## src/rtl/rtc_button_ctrl.sv

```systemverilog
// Time-set button conditioner for the RTC: synchronises, debounces and edge-detects
// the three set buttons and the mode switch, then issues increment pulses with auto-repeat.
module rtc_button_ctrl #(
  parameter int TICK_DIV     = 50000,
  parameter int DB_LEN       = 8,
  parameter int HOLD_TICKS   = 1000,
  parameter int REPEAT_TICKS = 250
) (
  input  logic       clock50MHz,
  input  logic       reset,
  input  logic [2:0] push_button,
  input  logic       man_switch,
  output logic       inc_sec,
  output logic       inc_min,
  output logic       inc_hr,
  output logic [2:0] buttons_db,
  output logic       set_mode
);

  localparam int TW     = $clog2(TICK_DIV);
  localparam int HC_MAX = (HOLD_TICKS > REPEAT_TICKS) ? HOLD_TICKS : REPEAT_TICKS;
  localparam int HW     = $clog2(HC_MAX + 1);

  localparam logic [TW-1:0] TICK_LAST = TW'(TICK_DIV - 1);
  localparam logic [HW-1:0] HOLD_CNT  = HW'(HOLD_TICKS);
  localparam logic [HW-1:0] REP_CNT   = HW'(REPEAT_TICKS);

  typedef enum logic [1:0] {
    S_IDLE,
    S_HOLD,
    S_REPEAT,
    S_WAIT_REL
  } btn_state_e;

  logic [2:0]        pb_s1, pb_s2;
  logic              sw_s1, sw_s2;
  logic [TW-1:0]     tick_cnt;
  logic              tick;
  logic [DB_LEN-1:0] sh_q [3];
  logic [DB_LEN-1:0] sh_d [3];
  logic [2:0]        db_q;
  btn_state_e        state_q [3];
  btn_state_e        state_d [3];
  logic [HW-1:0]     cnt_q [3];
  logic [HW-1:0]     cnt_d [3];
  logic [2:0]        inc_q, inc_d;

  // Synchronisers idle at "released" and "run" so nothing fires out of reset.
  // NOTE: sequential state is always assigned with <= so every flop samples pre-edge values.
  always_ff @(posedge clock50MHz) begin
    if (reset) begin
      pb_s1 <= '0;
      pb_s2 <= '0;
      sw_s1 <= 1'b1;
      sw_s2 <= 1'b1;
    end else begin
      pb_s1 <= ~push_button;
      pb_s2 <= pb_s1;
      sw_s1 <= man_switch;
      sw_s2 <= sw_s1;
    end
  end

  assign set_mode = ~sw_s2;
  assign tick     = (tick_cnt == TICK_LAST);

  always_ff @(posedge clock50MHz) begin
    if (reset)     tick_cnt <= '0;
    else if (tick) tick_cnt <= '0;
    else           tick_cnt <= tick_cnt + 1'b1;
  end

  // The debounced level is judged on the post-shift value, so it moves on the completing tick.
  always_comb begin
    for (int i = 0; i < 3; i++) sh_d[i] = {sh_q[i][DB_LEN-2:0], pb_s2[i]};
  end

  always_ff @(posedge clock50MHz) begin
    if (reset) begin
      for (int i = 0; i < 3; i++) sh_q[i] <= '0;
      db_q <= '0;
    end else if (tick) begin
      for (int i = 0; i < 3; i++) begin
        sh_q[i] <= sh_d[i];
        if (&sh_d[i])       db_q[i] <= 1'b1;
        else if (~|sh_d[i]) db_q[i] <= 1'b0;
      end
    end
  end

  always_ff @(posedge clock50MHz) begin
    if (reset) begin
      for (int i = 0; i < 3; i++) begin
        state_q[i] <= S_IDLE;
        cnt_q[i]   <= '0;
      end
      inc_q <= '0;
    end else begin
      for (int i = 0; i < 3; i++) begin
        state_q[i] <= state_d[i];
        cnt_q[i]   <= cnt_d[i];
      end
      inc_q <= inc_d;
    end
  end

  // IDLE is only ever entered with the button released, so a high level there is a fresh press.
  // NOTE: every always_comb output gets a default first; a missed branch would otherwise infer a latch.
  always_comb begin
    inc_d = '0;
    for (int i = 0; i < 3; i++) begin
      state_d[i] = state_q[i];
      cnt_d[i]   = cnt_q[i];
      case (state_q[i])
        S_IDLE: begin
          if (db_q[i]) begin
            if (set_mode) begin
              inc_d[i]   = 1'b1;
              cnt_d[i]   = '0;
              state_d[i] = S_HOLD;
            end else begin
              state_d[i] = S_WAIT_REL;
            end
          end
        end
        S_HOLD, S_REPEAT: begin
          if (!db_q[i]) begin
            state_d[i] = S_IDLE;
          end else if (!set_mode) begin
            state_d[i] = S_WAIT_REL;
          end else if (cnt_q[i] == ((state_q[i] == S_HOLD) ? HOLD_CNT : REP_CNT)) begin
            inc_d[i]   = 1'b1;
            cnt_d[i]   = '0;
            state_d[i] = S_REPEAT;
          end else if (tick) begin
            cnt_d[i] = cnt_q[i] + 1'b1;
          end
        end
        S_WAIT_REL: begin
          if (!db_q[i]) state_d[i] = S_IDLE;
        end
        default: state_d[i] = S_IDLE;
      endcase
    end
  end

  assign inc_sec    = inc_q[0];
  assign inc_min    = inc_q[1];
  assign inc_hr     = inc_q[2];
  assign buttons_db = db_q;

endmodule
```

## config.mk

```make
export PLATFORM = sky130hd
export DESIGN_NAME = rtc_button_ctrl
export DESIGN_NICKNAME = d
export VERILOG_FILES = /design/src/rtl/rtc_button_ctrl.sv
export SDC_FILE = /design/constraint.sdc
export NUM_CORES = 1
export LEC_CHECK = 0
export CAP_MARGIN = 20
export CORE_UTILIZATION = 66
export CTS_BUF_LIST = sky130_fd_sc_hd__clkbuf_4
export CTS_CLUSTER_SIZE = 24
export DETAILED_ROUTE_END_ITERATION = 8
export DONT_BUFFER_PORTS = 1
export GPL_TIMING_DRIVEN = 0
export PLACE_DENSITY = 0.84
export SLEW_MARGIN = 20
export SYNTH_ARGS = -nofsm -noshare
export SYNTH_HDL_FRONTEND = slang
export SYNTH_SLANG_ARGS = --single-unit
```

## constraint.sdc

```tcl
create_clock -name clock50MHz -period 3 [get_ports clock50MHz]
set_input_delay 0.3 -clock clock50MHz [delete_from_list [all_inputs] [get_ports clock50MHz]]
set_output_delay 0.3 -clock clock50MHz [all_outputs]
set_load 0.05 [all_outputs]
```

# Word-level counts from Yosys, hierarchy flattened
# Memory sizes are Yosys's and may differ from the RTL's.
# Cells that the tools add are included.
totals:
  in_bits: 6
  ff_bits: 30
  ram_bits: 60
  out_inout_bits: 7
  mem_count: 3
memory_table:
  columns: ["name", "words", "width", "read_ports", "rd_clocked_by_memory_dff", "write_ports", "line", "rtl"]
  rows:
  - ["cnt_q", 3, 10, 3, 0, 3, "44", "logic [HW-1:0] cnt_q [3];"]
  - ["sh_q", 3, 8, 3, 0, 3, "39", "logic [DB_LEN-1:0] sh_q [3];"]
  - ["state_q", 3, 2, 3, 0, 3, "42", "btn_state_e state_q [3];"]
op_classes:
  eq_ne: 16
  add_sub_neg: 4
  reduce_logical: 16
  muxes: 80
  bitwise_logic: 11
op_table:
  columns: ["cell", "count"]
  rows:
  - ["two-way mux 10 bit", 24]
  - ["one-hot mux 10 bit (2 select lines)", 3]
  - ["two-way mux 2 bit", 19]
  - ["adder 10 x 1 -> 10 bit, second input constant", 3]
  - ["== test 10 bit", 3]
  - ["two-way mux 1 bit", 25]
  - ["two-way mux 8 bit", 3]
  - ["AND reduction 8 bit", 3]
  - ["OR reduction 8 bit", 3]
  - ["one-hot mux 2 bit (3 select lines)", 3]
  - ["adder 16 x 1 -> 16 bit, second input constant", 1]
  - ["== test 16 bit, second input constant", 1]
  - ["== test 2 bit, second input constant", 6]
  - ["bitwise OR 1 bit", 9]
  - ["OR reduction 2 bit", 4]
  - ["== test 2 x 1 -> 1 bit, second input constant", 3]
  - ["zero test 2 bit", 3]
  - ["!= test 2 bit, second input constant", 3]
  - ["one-hot mux 1 bit (2 select lines)", 3]
  - ["AND reduction 2 bit", 3]
  - ["NOT 3 bit", 1]
  - ["NOT 1 bit", 1]

# Depth between registers and ports, before layout
# Gate-level depths: netlist of run 1.
logic_depth:
  depth_word: 8
  ltp_mapped: 8
  depth_no_buf: 7

# Worst setup path before layout of run 1
# No wires, ideal clock.
synth_path:
  path_type: "flip-flop to flip-flop"
  from: "register tick_cnt[10]"
  to: "memory sh_q[0][0], enable pin"
  arrival_time_ns: 2.066
  slack_ns: 0.604
  setup_time_ns: 0.330
  path_stages_with_launch: 7
  cell_sequence: "dfxtp_1 -> or4_4 -> or4_1 -> buf_2 -> nand2b_1 -> clkbuf_1 -> buf_4"
synth_lines:
  columns: ["element", "line", "rtl"]
  rows:
  - ["start: declaration", "37", "logic [TW-1:0] tick_cnt;"]
  - ["start signal: assignment", "70", "else tick_cnt <= tick_cnt + 1'b1;"]
  - ["end: declaration", "39", null]

==> metrics.md, run 1 <==
| Metric | Value |
|---|---|
| Initial Utilization | `0.686` |
| First-pass GRT wire length | `15400 um` |
| Finished Cell Area | `0.00464 mm^2` |
| Ys flop type | `dfxtp_1` |
| Critical R2R Launch | `tick_cnt[0]` |
| Fin util | `0.731` |
| Cell taking the most area after synthesis | `dfxtp_1` |
| Vias in the first global route | `3441` |
| Post-DP HPWL | `6200 um` |
| Most frequent cell after synthesis | `dfxtp_1` |
| Initial antenna violation count | `0` |
| PwrDens | `458 mW/mm^2` |
| Outcome | `completed` |
| Fmax achieved | `371 MHz` |
| CP Class | `reg2reg` |
| I/O pin cnt | `13` |
| Synth Area in Adders | `0.0402` |
| Fillers | `485` |
| Routed via count | `3624` |
| Post-synth EDFFs | `21` |
| Final hold vios | `0` |
| Setup TNS | `0 ps` |
| R2r endpoint | `sh_q[0][20]` |
| Worst reg-to-reg path cell count | `7` |
| Max IR drop VDD | `0.406 mV` |
| Fraction of layout instances using a drive strength above 1 | `0.0645` |
| First-pass DRT Iterations | `6` |
| Sequential cell area fraction in the yosys report | `0.448` |
| Overflow after GRT | `0` |
| Synth area leaders | `dfxtp_1 30%, edfxtp_1 14%, ha_1 4.0%` |
| Syn-to-layout area delta | `6.67%` |
| Multi-input logic area | `0.00228 mm^2` |
| Post-CTS sizing | `0` |
| Worst Setup EP | `sh_q[0][20]` |
| CP max-delay cell | `or4_1` |
| Critical Path Sink Type | `flop` |
| Worst Path Required | `3110 ps` |
| Min-delay worst type | `reg2reg` |
| Final worst-path cycle share | `0.898` |
| CP max stage delay | `560 ps` |
| Gpl congestion | `0.834` |
| Post-synthesis xor/xnor area fraction | `0.0302` |
| Cell variety after synth | `52` |
| Post-DR wirelength/cell | `15.6 um` |
| Via/cell ratio | `6.32` |
| Leak | `1.55 nW` |
| Yosys Warn Count | `0` |
| Final #Nets | `511` |
| Largest net degree at the start of global routing | `31` |
| Clock root buffer | `clkbuf_4` |
| Fraction of the mapped netlist area in simple logic gates | `0.282` |
| Setup violators final | `0` |
| Final setup margin | `307 ps` |
| Async S/R FF share, synth | `0` |
| Post-CTS setup buffer count | `0` |
| Max Clock Skew | `17.3 ps` |
| Slew headroom | `0.309` |
| Fin crit period | `2690 ps` |
| Mapped Area | `0.00435 mm^2` |
| Syn Area/Cell | `9.14 um^2` |
| Post-synth top area share | `0.304` |
| Max FO, Critical Path | `30` |
| Register-to-register setup slack | `310 ps` |
| Post-Route WL | `8910 um` |
| Placed cell area | `0.00445 mm^2` |
| Die X-Extent | `83.2 um` |
| Clock Latency Late Sink | `440 ps` |
| Register area | `0.00195 mm^2` |
| Complex-gate fraction of the synthesized area | `0.158` |
| CTS Buffer Depth | `2` |
| # diodes | `0` |
| Critical Path Start | `tick_cnt[0]` |
| H-Tree Depth | `3` |
| Largest family of logic cells by synthesized area | `simple AND/OR/NAND/NOR gates` |
| Die footprint | `0.00692 mm^2` |
| Yosys reg bits | `87` |
| Crit-path cells | `ha_1, nand3_1, or4_1, buf_2, nand2b_1, clkbuf_1, buf_4` |
| Worst-path clk slew | `140 ps` |
| Startpoint types | `flop` |
| DRT antenna net count | `0` |
| Slew @ Worst Pin | `1030 ps` |
| Cts bufs inserted | `9` |
| Clk sink count | `87` |
| Dpl cells | `553` |
| GRT Total Usage | `0.271` |
| Hold buffer count at cts | `4` |
| RSZ-0062 raised after global routing | `no` |
| Core Rows | `29` |
| Slew Viols, Final | `0` |
| Die height | `83.2 um` |
| Max_cap viols | `0` |
| Port Buffer Count | `0` |
| Initial DRC Count | `154` |
| Core area | `0.00635 mm^2` |
| Hold path cells | `1` |
| Final std cells w/o fill | `573` |
| CP Data Arrival Time | `2810 ps` |
| Post-synthesis mux area share | `0.0147` |
| Net count after synthesis | `496` |
| Drt drc | `0` |
| TritonCTS clock tree | `built` |
| Synthesized instance count | `476` |
| DP Worst Slack | `321 ps` |
| Commonest cells post-synth | `66 x dfxtp_1, 35 x nor2_1, 32 x nand2_1` |
==> power by group <==
group / switching, mW / total, mW / internal, mW / leakage (nW)
clock network: 0.425 / 0.704 / 0.280 / 0.0846
logic: 0.114 / 0.174 / 0.0597 / 0.736
registers: 0.0216 / 1.25 / 1.23 / 0.733
==> cell type report <==
cell class              instances  share of cell area
multi-input cells             360               0.492
flip-flops and latches         87               0.420
well taps                      77              0.0207
clock inverters                 6              0.0170
clock buffers                  10              0.0162
plain buffers                  17              0.0154
inverters                      12             0.00970
repair buffers                  4             0.00862
==> sequential cells by signal, indices dropped and copies added, names as in the netlist <==
register / cells
sh_q: 21
pb_s1: 3
sw_s1: 1
inc_q: 3
tick_cnt: 16
cnt_q: 30
sw_s2: 1
pb_s2: 3
state_q: 6
buttons_db: 3
==> placed cells by master (no fill, tap or decap), types with 3 or more instances in the layout <==
cell and count:
o22a_1 3, o21a_1 5, mux2i_1 3, mux2_2 3, a311oi_1 3, dfxtp_1 66, ha_1 14, inv_1 12
edfxtp_1 21, xnor2_1 7, o21ai_0 31, a21oi_1 31, o31ai_1 8, nor4_1 4, or3_1 12, and3_1 10
dlygate4sd3_1 4, nor2_1 35, and4_1 3, buf_2 3, o21ai_1 4, nand4_1 12, nor3_1 13, nor4bb_1 7
xor2_1 8, nand4b_1 4, clkinv_4 3, nand2_1 32, or4_1 15, clkbuf_4 10, nor2b_1 10, and2_1 26
a31oi_1 10, nand3_1 20, clkbuf_1 13
==> per-stage QoR <==
stage | total power, mW | hold WS, ps
2_1_floorplan | 1.40 | 367
3_3_place_gp | 1.43 | 369
3_5_place_dp | 1.44 | 375
4_1_cts | 2.14 | 430
5_1_grt | 2.22 | 425
6_report | 2.13 | 429
==> worst max-delay path, delay by kind of cell, from the launching register on <==
family	cells	cell delay, ps
buffers and inverters	3	870
adders and majority gates	1	250
and+or+nand+nor	3	870
DFF	1	380
==> metal layers <==
| metal | global-route usage | vias to the layer above | wire [um] | part of all wire |
|---|---|---|---|---|
| li1 | - | 1801 | - | - |
| met3 | 0.0358 | 20 | 265 | 0.030 |
| met4 | 0.127 | 0 | 171 | 0.019 |
| met1 | 0.352 | 1743 | 4150 | 0.46 |
| met2 | 0.449 | 60 | 4330 | 0.49 |
| met5 | 0 | - | 0 | 0 |
==> how the worst min path moves through the flow <==
stage | from | end | slack [ps]
after floorplan | push_button[2] | pb_s1[2] | 370
after global placement | push_button[2] | pb_s1[2] | 370
after detailed placement | push_button[1] | pb_s1[1] | 380
after CTS | sw_s1 | sw_s2 | 430
after global routing | push_button[1] | pb_s1[1] | 430
final | sw_s1 | sw_s2 | 430
==> cells by family after synthesis <==
logic type,count (synthesis)
simple gates,214
mux,6
xor+xnor,15
compound gates,111
buf+inv,29
flops,87
fa+ha+maj,14
(Power assumes the default switching activity.)
==> inputs of run 2 (changes only) <==
Settings changed: CORE_MARGIN set to 2.
==> run 2 against run 1 <==
Non-clock buffer count unchanged. First-iteration DRC count increased by 29%. Critical endpoint is now sh_q[0][1]. Critical path type unchanged. Largest power group unchanged. Critical path depth fell by 1.
==> metrics.md, run 2 (synthesis results as in run 1) <==
| Metric | Value |
|---|---|
| Worst hold slack | `434 ps (+4.46 ps)` |
| Placed cell area | `0.00445 mm^2 (unchanged)` |
| Fin util | `0.731 (unchanged)` |
| CP max-delay cell | `or4_4` |
| Slew @ Worst Pin | `800 ps (-228 ps)` |
| Worst-path clk slew | `140 ps (about the same)` |
| Slew headroom | `0.464 (+0.155)` |
| Final hold vios | `0 (unchanged)` |
| Initial Utilization | `0.686 (unchanged)` |
| Min-delay worst type | `reg2reg` |
| Post-Route WL | `8640 um (-3.1%)` |
| Leak | `1.55 nW (about the same)` |
| Initial antenna violation count | `0 (unchanged)` |
| Post-DP HPWL | `6110 um (-1.4%)` |
| CP Data Arrival Time | `2790 ps (-20 ps)` |
| Drt drc | `0 (unchanged)` |
| Most frequent cells in the layout | `66 x dfxtp_1, 35 x nor2_1, 32 x nand2_1` |
| Gpl congestion | `0.838 (+0.53%)` |
| Fmax achieved | `375 MHz (+0.92%)` |
| CP Class | `reg2reg` |
| Clock Latency Late Sink | `450 ps (about the same)` |
| Clk sink count | `87 (unchanged)` |
| Critical Path Sink Type | `flop` |
| Post-CTS setup buffer count | `0 (unchanged)` |
| Die X-Extent | `85.2 um (+2.4%)` |
| Syn-to-layout area delta | `6.67% (unchanged)` |
| Final worst-path cycle share | `0.889 (-0.00820)` |
| Core area | `0.00635 mm^2 (unchanged)` |
| Die height | `85.2 um (+2.4%)` |
| DRT antenna net count | `0 (unchanged)` |
| Vias in the first global route | `3357 (-2.4%)` |
| Max IR drop VDD | `0.414 mV (+1.8%)` |
| Via/cell ratio | `6.32 (about the same)` |
| H-Tree Depth | `3 (unchanged)` |
| Cts bufs inserted | `9 (unchanged)` |
| Post-DR wirelength/cell | `15.1 um (-3.1%)` |
| Clock root buffer | `clkbuf_4` |
| # diodes | `0 (unchanged)` |
| Finished Cell Area | `0.00464 mm^2 (unchanged)` |
| Outcome | `completed` |
| Max_cap viols | `0 (unchanged)` |
| Overflow after GRT | `0 (unchanged)` |
| Startpoint types | `flop` |
| First-pass GRT wire length | `15100 um (-1.8%)` |
| Slew Viols, Final | `0 (unchanged)` |
| Largest registers | `cnt_q x30, sh_q x21, tick_cnt x16` |
| Initial DRC Count | `198 (+29%)` |
| Worst Path Required | `3120 ps (about the same)` |
| PwrDens | `456 mW/mm^2 (-0.45%)` |
| Final #Nets | `511 (unchanged)` |
| I/O pin cnt | `13 (unchanged)` |
| CP max stage delay | `560 ps (about the same)` |
| Crit-path cells | `or4_4, or4_1, buf_2, nand2b_1, clkbuf_1, buf_4` |
| Max Clock Skew | `19.4 ps (+2.09 ps)` |
| Fin crit period | `2670 ps (-24.6 ps)` |
| Biggest register | `cnt_q` |
| Setup TNS | `0 ps (unchanged)` |
| GRT Total Usage | `0.256 (-0.0150)` |
| CP bufs+invs | `3 (unchanged)` |
| First-pass DRT Iterations | `5 (-1)` |
| CTS Buffer Depth | `2 (unchanged)` |
| Routed via count | `3623 (-0.028%)` |
| Fraction of layout instances using a drive strength above 1 | `0.0665 (+0.00202)` |
| Core Rows | `29 (unchanged)` |
| Max FO, Critical Path | `30 (unchanged)` |
| Top cell family by delay on the critical path | `simple AND/OR/NAND/NOR gates` |
| Max FFs per register | `30 (unchanged)` |
| Commonest non-fill, non-tap cell in the layout | `dfxtp_1` |
| RSZ-0062 raised after global routing | `no` |
| Port Buffer Count | `0 (unchanged)` |
| Setup violators final | `0 (unchanged)` |
| TritonCTS clock tree | `built` |
| Largest net degree at the start of global routing | `31 (unchanged)` |
| Die footprint | `0.00726 mm^2 (+4.9%)` |
[run 2: cell types whose count changed in the layout (fill, tap and decap cells not counted), sizes merged]
cell	previous run	this run
clkinv	3	0
inv	14	17
[run 2: worst paths after layout]
check | from | endpoint | slack, ps | cells past startpoint
max | tick_cnt[10] | sh_q[0][1] | 330 | 6
min | sw_s1 | sw_s2 | 430 | 1
max reg2reg | tick_cnt[10] | sh_q[0][1] | 330 | 6
min reg2reg | sw_s1 | sw_s2 | 430 | 1
[run 2: where the power goes]
group          total, mW  switching, mW  internal, mW  leakage [nW]
logic              0.171          0.111        0.0597         0.737
registers           1.25         0.0215          1.23         0.733
clock network      0.698          0.419         0.279        0.0828
total               2.12          0.552          1.57          1.55
[run 2: metrics by stage]
step	instances	power, mW	setup WS [ps]
finish	573	2.12	332
global route	573	2.21	91.1
CTS	573	2.13	314
detailed placement	553	1.44	321
global placement	553	1.43	354
floorplan	476	1.40	604
[run 2: metal layers]
layer,part of all wire,routed length [um],vias up,track usage
met4,0.015,130,0,0.0952
met1,0.47,4020,1721,0.345
met2,0.48,4110,81,0.406
li1,-,-,1806,-
met3,0.044,381,15,0.0574
met5,0,0,-,0
[run 2: timing repair]
| action | 4_1_cts | 5_1_grt |
|---|---|---|
| endpoints found under the hold margin | 4 | 0 |
| gates resized for setup | 0 | 0 |
| hold buffers | 4 | 0 |
[run 2: final cells by class]
cell class	count	area, um^2
timing repair buffer	4	40.0
multi-input combinational	360	2290
inverter	12	45.0
sequential	87	1950
clock buffer	10	75.1
buffer	17	71.3
tap	77	96.3
clock inverter	6	73.8
fill	473	1710
==> variant 1, RTL diff (settings of run 2) <==
The parameter `HOLD_TICKS` goes from 1000 to 250.
--- a/src/rtl/rtc_button_ctrl.sv
+++ b/src/rtl/rtc_button_ctrl.sv
@@ -5,3 +5,3 @@
   parameter int DB_LEN       = 8,
-  parameter int HOLD_TICKS   = 1000,
+  parameter int HOLD_TICKS   = 250,
   parameter int REPEAT_TICKS = 250
Behaviour: no difference found for any inputs over 10 cycles, from zero or initial values and one cycle with reset high; that may be too few to reach the edited logic, so the function may still have changed.
==> variant 1 against run 2 <==
Hold slack lost 360 ps; critical path type unchanged; sequential cell count shrank 6; final cell count is 6.5% lower; synthesized area fell by 5.5%; wire length grew 4.5%; setup slack gained 130 ps; cell area is 5.4% lower.
Power is not compared: it rests on default switching activity, and its combinational part moved more than twofold at a synthesized area within 25%.
==> variant 1: results (changes against run 2) <==
Detailed routing
  – Drt pass-1 iters: 5 (unchanged)
  – Wirelength per Cell: 16.8 µm (+12%)
  – Vias: 3492 (-3.6%)
  – DRT iter0 DRCs: 317 (+60%)

STA
  – Clk_skew: 10.2 ps (-9.21 ps)
  – Max_slew headroom: 43.5% (-2.9 points)

Setup path
  – Critical Path AT: 2620 ps (-170 ps)
  – CP max FO: 30 (unchanged)
  – Worst Reg-to-Reg Cells: 5 (-1)
  – Reg2reg start: tick_cnt[12]
  – Crit path largest cell delay: 610 ps (+50 ps)
  – Worst path slowest cell: clkbuf_2
  – FF-to-FF setup slack: 460 ps (+130 ps)
  – Worst R2R End: sh_q[0][18]
  – Crit. Startpoint: tick_cnt[12]

Worst hold path
  – Hold Crit Depth: 3 (+2)
  – Worst Hold Class: primary input to flop
  – Worst Hold Path EP: cnt_q[0][14]
  – Worst hold path startpoint: reset

CTS
  – Clock-pin slew on the worst setup and hold paths: 130 ps
  – Root buf cell: clkbuf_4
  – PostCTS Resize Cnt: 0 (unchanged)
  – Post CTS Setup Buffer Count: 0 (unchanged)
  – Htree depth: 3 (unchanged)
  – Clk_lat worst skew: 430 ps (-20 ps)

Logic synthesis
  – Post-Synth Adder-Cell Area: 5.78% (+1.8 points)
  – Most frequent cells after synthesis: dfxtp_1 (60), nor2_1 (38), and3_1 (28)
  – Post-synthesis compound-gate area fraction: 16.5% (+0.76 points)
  – Sequential share of the synthesized area: 44.5% (-0.33 points)
  – Synthesized net count: 466 (-6.0%)
  – Async S/R FF share, synth: 0% (unchanged)
  – Mux contribution to synthesized area: 2.43% (+0.97 points)
  – Synth warn: 0 (unchanged)
  – Average cell area after synthesis: 9.33 µm² (+2.0%)
  – Top post-synthesis cells by area: dfxtp_1 (29%), edfxtp_1 (15%), ha_1 (5.8%)
  – Count leader, synth: dfxtp_1
  – XOR/XNOR share of the synthesized area: 2.34% (-0.68 points)
  – Yosys cell types: 54 (+3.8%)

Layout
  – Largest regs: cnt_q x24, sh_q x21, tick_cnt x16
  – Post-route insts no fill: 536 (-6.5%)
  – NumNets Final: 481 (-5.9%)
  – Fill cells: 448 (-5.3%)
  – Layout cells sized above 1: 7.16% (+0.51 points)

Place
  – Dpl cells: 516 (-6.7%)
  – Gpl congestion: 0.918 (+9.6%)
  – HPWL Detailed: 6160 µm (+0.88%)
  – Port bufs: 0 (unchanged)
  – Place WS: 557 ps (+236 ps)

Power and ir drop
  – Leakage: 1.53 nW
  – VDD IR max: 0.000331 V

Global routing
  – First-pass GRT wire length: 15400 µm (+2.1%)
  – Vias in the first global route: 3405 (+1.4%)
  – Initial antenna violation count: 0 (unchanged)
  – Pin count of the biggest net entering global routing: 31 (unchanged)
  – Global Route Usage Sum: 27.0% (+1.4 points)

Outcome
  – Status: completed
## variant 1: changes by cell type in the layout (fill, tap and decap cells not counted), moves of 10 or more
cell	delta
and3_1	+18
inv_1	+10
or4_1	-13
o211ai_1	+12
o21ai_0	-17
and2_1	-26
## variant 1: report_power, final
part	switching, mW	internal [mW]
Combinational	0.0506	0.0227
Clock	0.401	0.261
Sequential	0.0190	1.14
## variant 1: worst max path at each step
stage	cells after the start	end	slack [ps]
final	5	sh_q[0][18]	460
after global routing	5	sh_q[0][22]	240
after CTS	5	sh_q[0][21]	440
after detailed placement	5	sh_q[0][21]	560
after global placement	5	sh_q[0][13]	-20
after floorplan	6	sh_q[0][0]	610
## variant 1: through the flow
| stage | hold slack (ps) | setup TNS, ps | instance area (µm²) | utilization [%] |
|---|---|---|---|---|
| 3_5_place_dp | 372 | 0 | 4210 | 70.3 |
| 2_1_floorplan | 367 | 0 | 4120 | - |
| 3_3_place_gp | 370 | -337 | 4210 | 70.3 |
| 5_1_grt | 88.3 | 0 | 4390 | 73.4 |
| 6_report | 70.9 | 0 | 4390 | 73.4 |
| 4_1_cts | 60.8 | 0 | 4390 | 73.4 |
## variant 1: worst max-delay path: cells and delay by family, from the launching register on
kind          cells  cell delay [ps]
simple gates      3              940
buf+inv           2              860
flops             1              360
## variant 1: area by class of cell
cell class	instances	area [µm²]	share of cell area, %
clock inverters	7	76.3	1.74
clock buffers	9	67.6	1.54
repair buffers	4	40.0	0.911
well taps	75	93.8	2.14
plain buffers	21	86.3	1.96
inverters	22	82.6	1.88
flip-flops and latches	81	1830	41.7
multi-input cells	317	2120	48.1
## variant 1: routing by layer
layer	up-vias	global-route usage, %	share of wire [%]
li1	1692	-	-
met1	1632	34.7	44
met2	147	45.0	48
met3	21	4.17	5.8
met4	0	11.9	2.1
met5	-	0	0
==> variant 2, RTL diff (flow settings as in run 2) <==
Without the edit above. Register the outputs `inc_sec`, `inc_min` and `inc_hr`, cleared by the reset; this adds one clock of latency there. The other outputs are not delayed to match.
--- a/src/rtl/rtc_button_ctrl.sv
+++ b/src/rtl/rtc_button_ctrl.sv
@@ -146,5 +146,13 @@
 
-  assign inc_sec    = inc_q[0];
-  assign inc_min    = inc_q[1];
-  assign inc_hr     = inc_q[2];
+  always_ff @(posedge clock50MHz) begin
+    if (reset) begin
+      inc_sec <= '0;
+      inc_min <= '0;
+      inc_hr  <= '0;
+    end else begin
+      inc_sec <= inc_q[0];
+      inc_min <= inc_q[1];
+      inc_hr  <= inc_q[2];
+    end
+  end
   assign buttons_db = db_q;
Formal check against the unedited RTL: no difference found for any inputs over 10 cycles, from zero or initial values and one cycle with reset high; that may be too few to reach the edited logic, so the function may still have changed.
==> variant 2 against run 2 <==
Wire length is 4.2% higher; power up 3.7%; setup slack got worse by 60 ps; clock skew down 3.9 ps; sequential cell count rose by 3; largest cell class unchanged; synthesized area hardly changed; critical path depth stayed put; cell area fell by 0.38%.
==> variant 2: results (changes against run 2) <==
Outcome
  – Status: completed

STA
  – Clk_skew: 15.5 ps (-3.87 ps)
  – Max_slew headroom: 57.8% (+11 points)

Logic synthesis
  – Mux contribution to synthesized area: 1.24% (-0.23 points)
  – Predominant post-synthesis flop cell: dfxtp_1
  – Most frequent cells after synthesis: dfxtp_1 (69), nor2_1 (40), a21oi_1 (31)
  – Yosys cell types: 62 (+19%)
  – Async S/R FF share, synth: 0% (unchanged)
  – XOR/XNOR share of the synthesized area: 3.02% (about the same)
  – Synthesized net count: 489 (-1.4%)
  – Post-synthesis compound-gate area fraction: 15.6% (-0.21 points)
  – Top post-synthesis cells by area: dfxtp_1 (32%), edfxtp_1 (14%), ha_1 (3.7%)
  – Average cell area after synthesis: 9.27 µm² (+1.3%)
  – Sequential share of the synthesized area: 46.2% (+1.4 points)

Setup path
  – Crit path largest cell delay: 560 ps (about the same)
  – Critical Path AT: 2840 ps (+50 ps)

Place
  – Dpl cells: 547 (-1.1%)
  – HPWL Detailed: 6280 µm (+2.8%)
  – Place WS: 138 ps (-183 ps)
  – Area post-placement: 4450 µm² (about the same)

Global routing
  – Global Route Usage Sum: 26.4% (+0.78 points)
  – Met1 Usage GRT: 33.1% (-1.4 points)
  – First-pass GRT wire length: 15400 µm (+2.3%)
  – Vias in the first global route: 3459 (+3.0%)
  – GR Util met2: 44.0% (+3.4 points)

Detailed routing
  – Avg Vias per Cell: 6.46 (+2.2%)
  – Metal-1 WL: 4000 µm (-0.50%)
  – Routed WL: 9000 µm (+4.2%)
  – Met3 routed WL: 408 µm (+7.1%)
  – Wirelength per Cell: 15.9 µm (+5.5%)
  – Drt pass-1 iters: 6 (+1)
  – WL met2: 4410 µm (+7.3%)
  – DRT iter0 DRCs: 270 (+36%)

Worst hold path
  – Worst Hold Class: primary input to flop

Power and ir drop
  – VDD IR max: 0.000294 V (-29%)
  – Leakage: 1.57 nW (+1.1%)

Layout
  – Layout cells sized above 1: 7.16% (+0.50 points)
  – Final-layout non-clock buffer area share: 2.52% (+0.12 points)
  – Fraction of area in multi-input gates: 47.9% (-1.4 points)
  – Bufs w/o clock: 22 (+4.8%)
  – NumNets Final: 504 (-1.4%)
  – Nonclk inv count: 14 (+2)
  – #MultiIn Comb: 348 (-3.3%)
  – ClkCell Share: 2.84% (-0.37 points)

CTS
  – CTS Sinks: 90 (+3.4%)
[variant 2: changes by cell type after synthesis, moves of 4 or more]
cell,before,now
a31oi_1,10,6
and2_1,26,21
nand2_1,32,26
nor2_1,35,40
o21ai_0,31,25
[variant 2: path summary, 6_finish.rpt]
| check | end | slack (ps) | startpoint | depth (start not counted) |
|---|---|---|---|---|
| worst max-delay path | sh_q[0][5] | 270 | tick_cnt[4] | 6 |
| worst min-delay path | cnt_q[0][8] | 160 | reset | 3 |
| worst max register to register | sh_q[0][5] | 270 | tick_cnt[4] | 6 |
| worst min register to register | sw_s2 | 410 | sw_s1 | 1 |
[variant 2: what timing repair did]
action                                  4_1_cts  5_1_grt
gates resized for setup                       0        1
hold buffers                                  4        0
endpoints found under the setup margin        0       21
hold endpoints to repair                      4        0
[variant 2: report_power, final]
group	switching (mW)	internal, mW	leakage, nW
Combinational	0.158	0.0805	0.738
Clock	0.405	0.258	0.0739
Sequential	0.0224	1.27	0.758
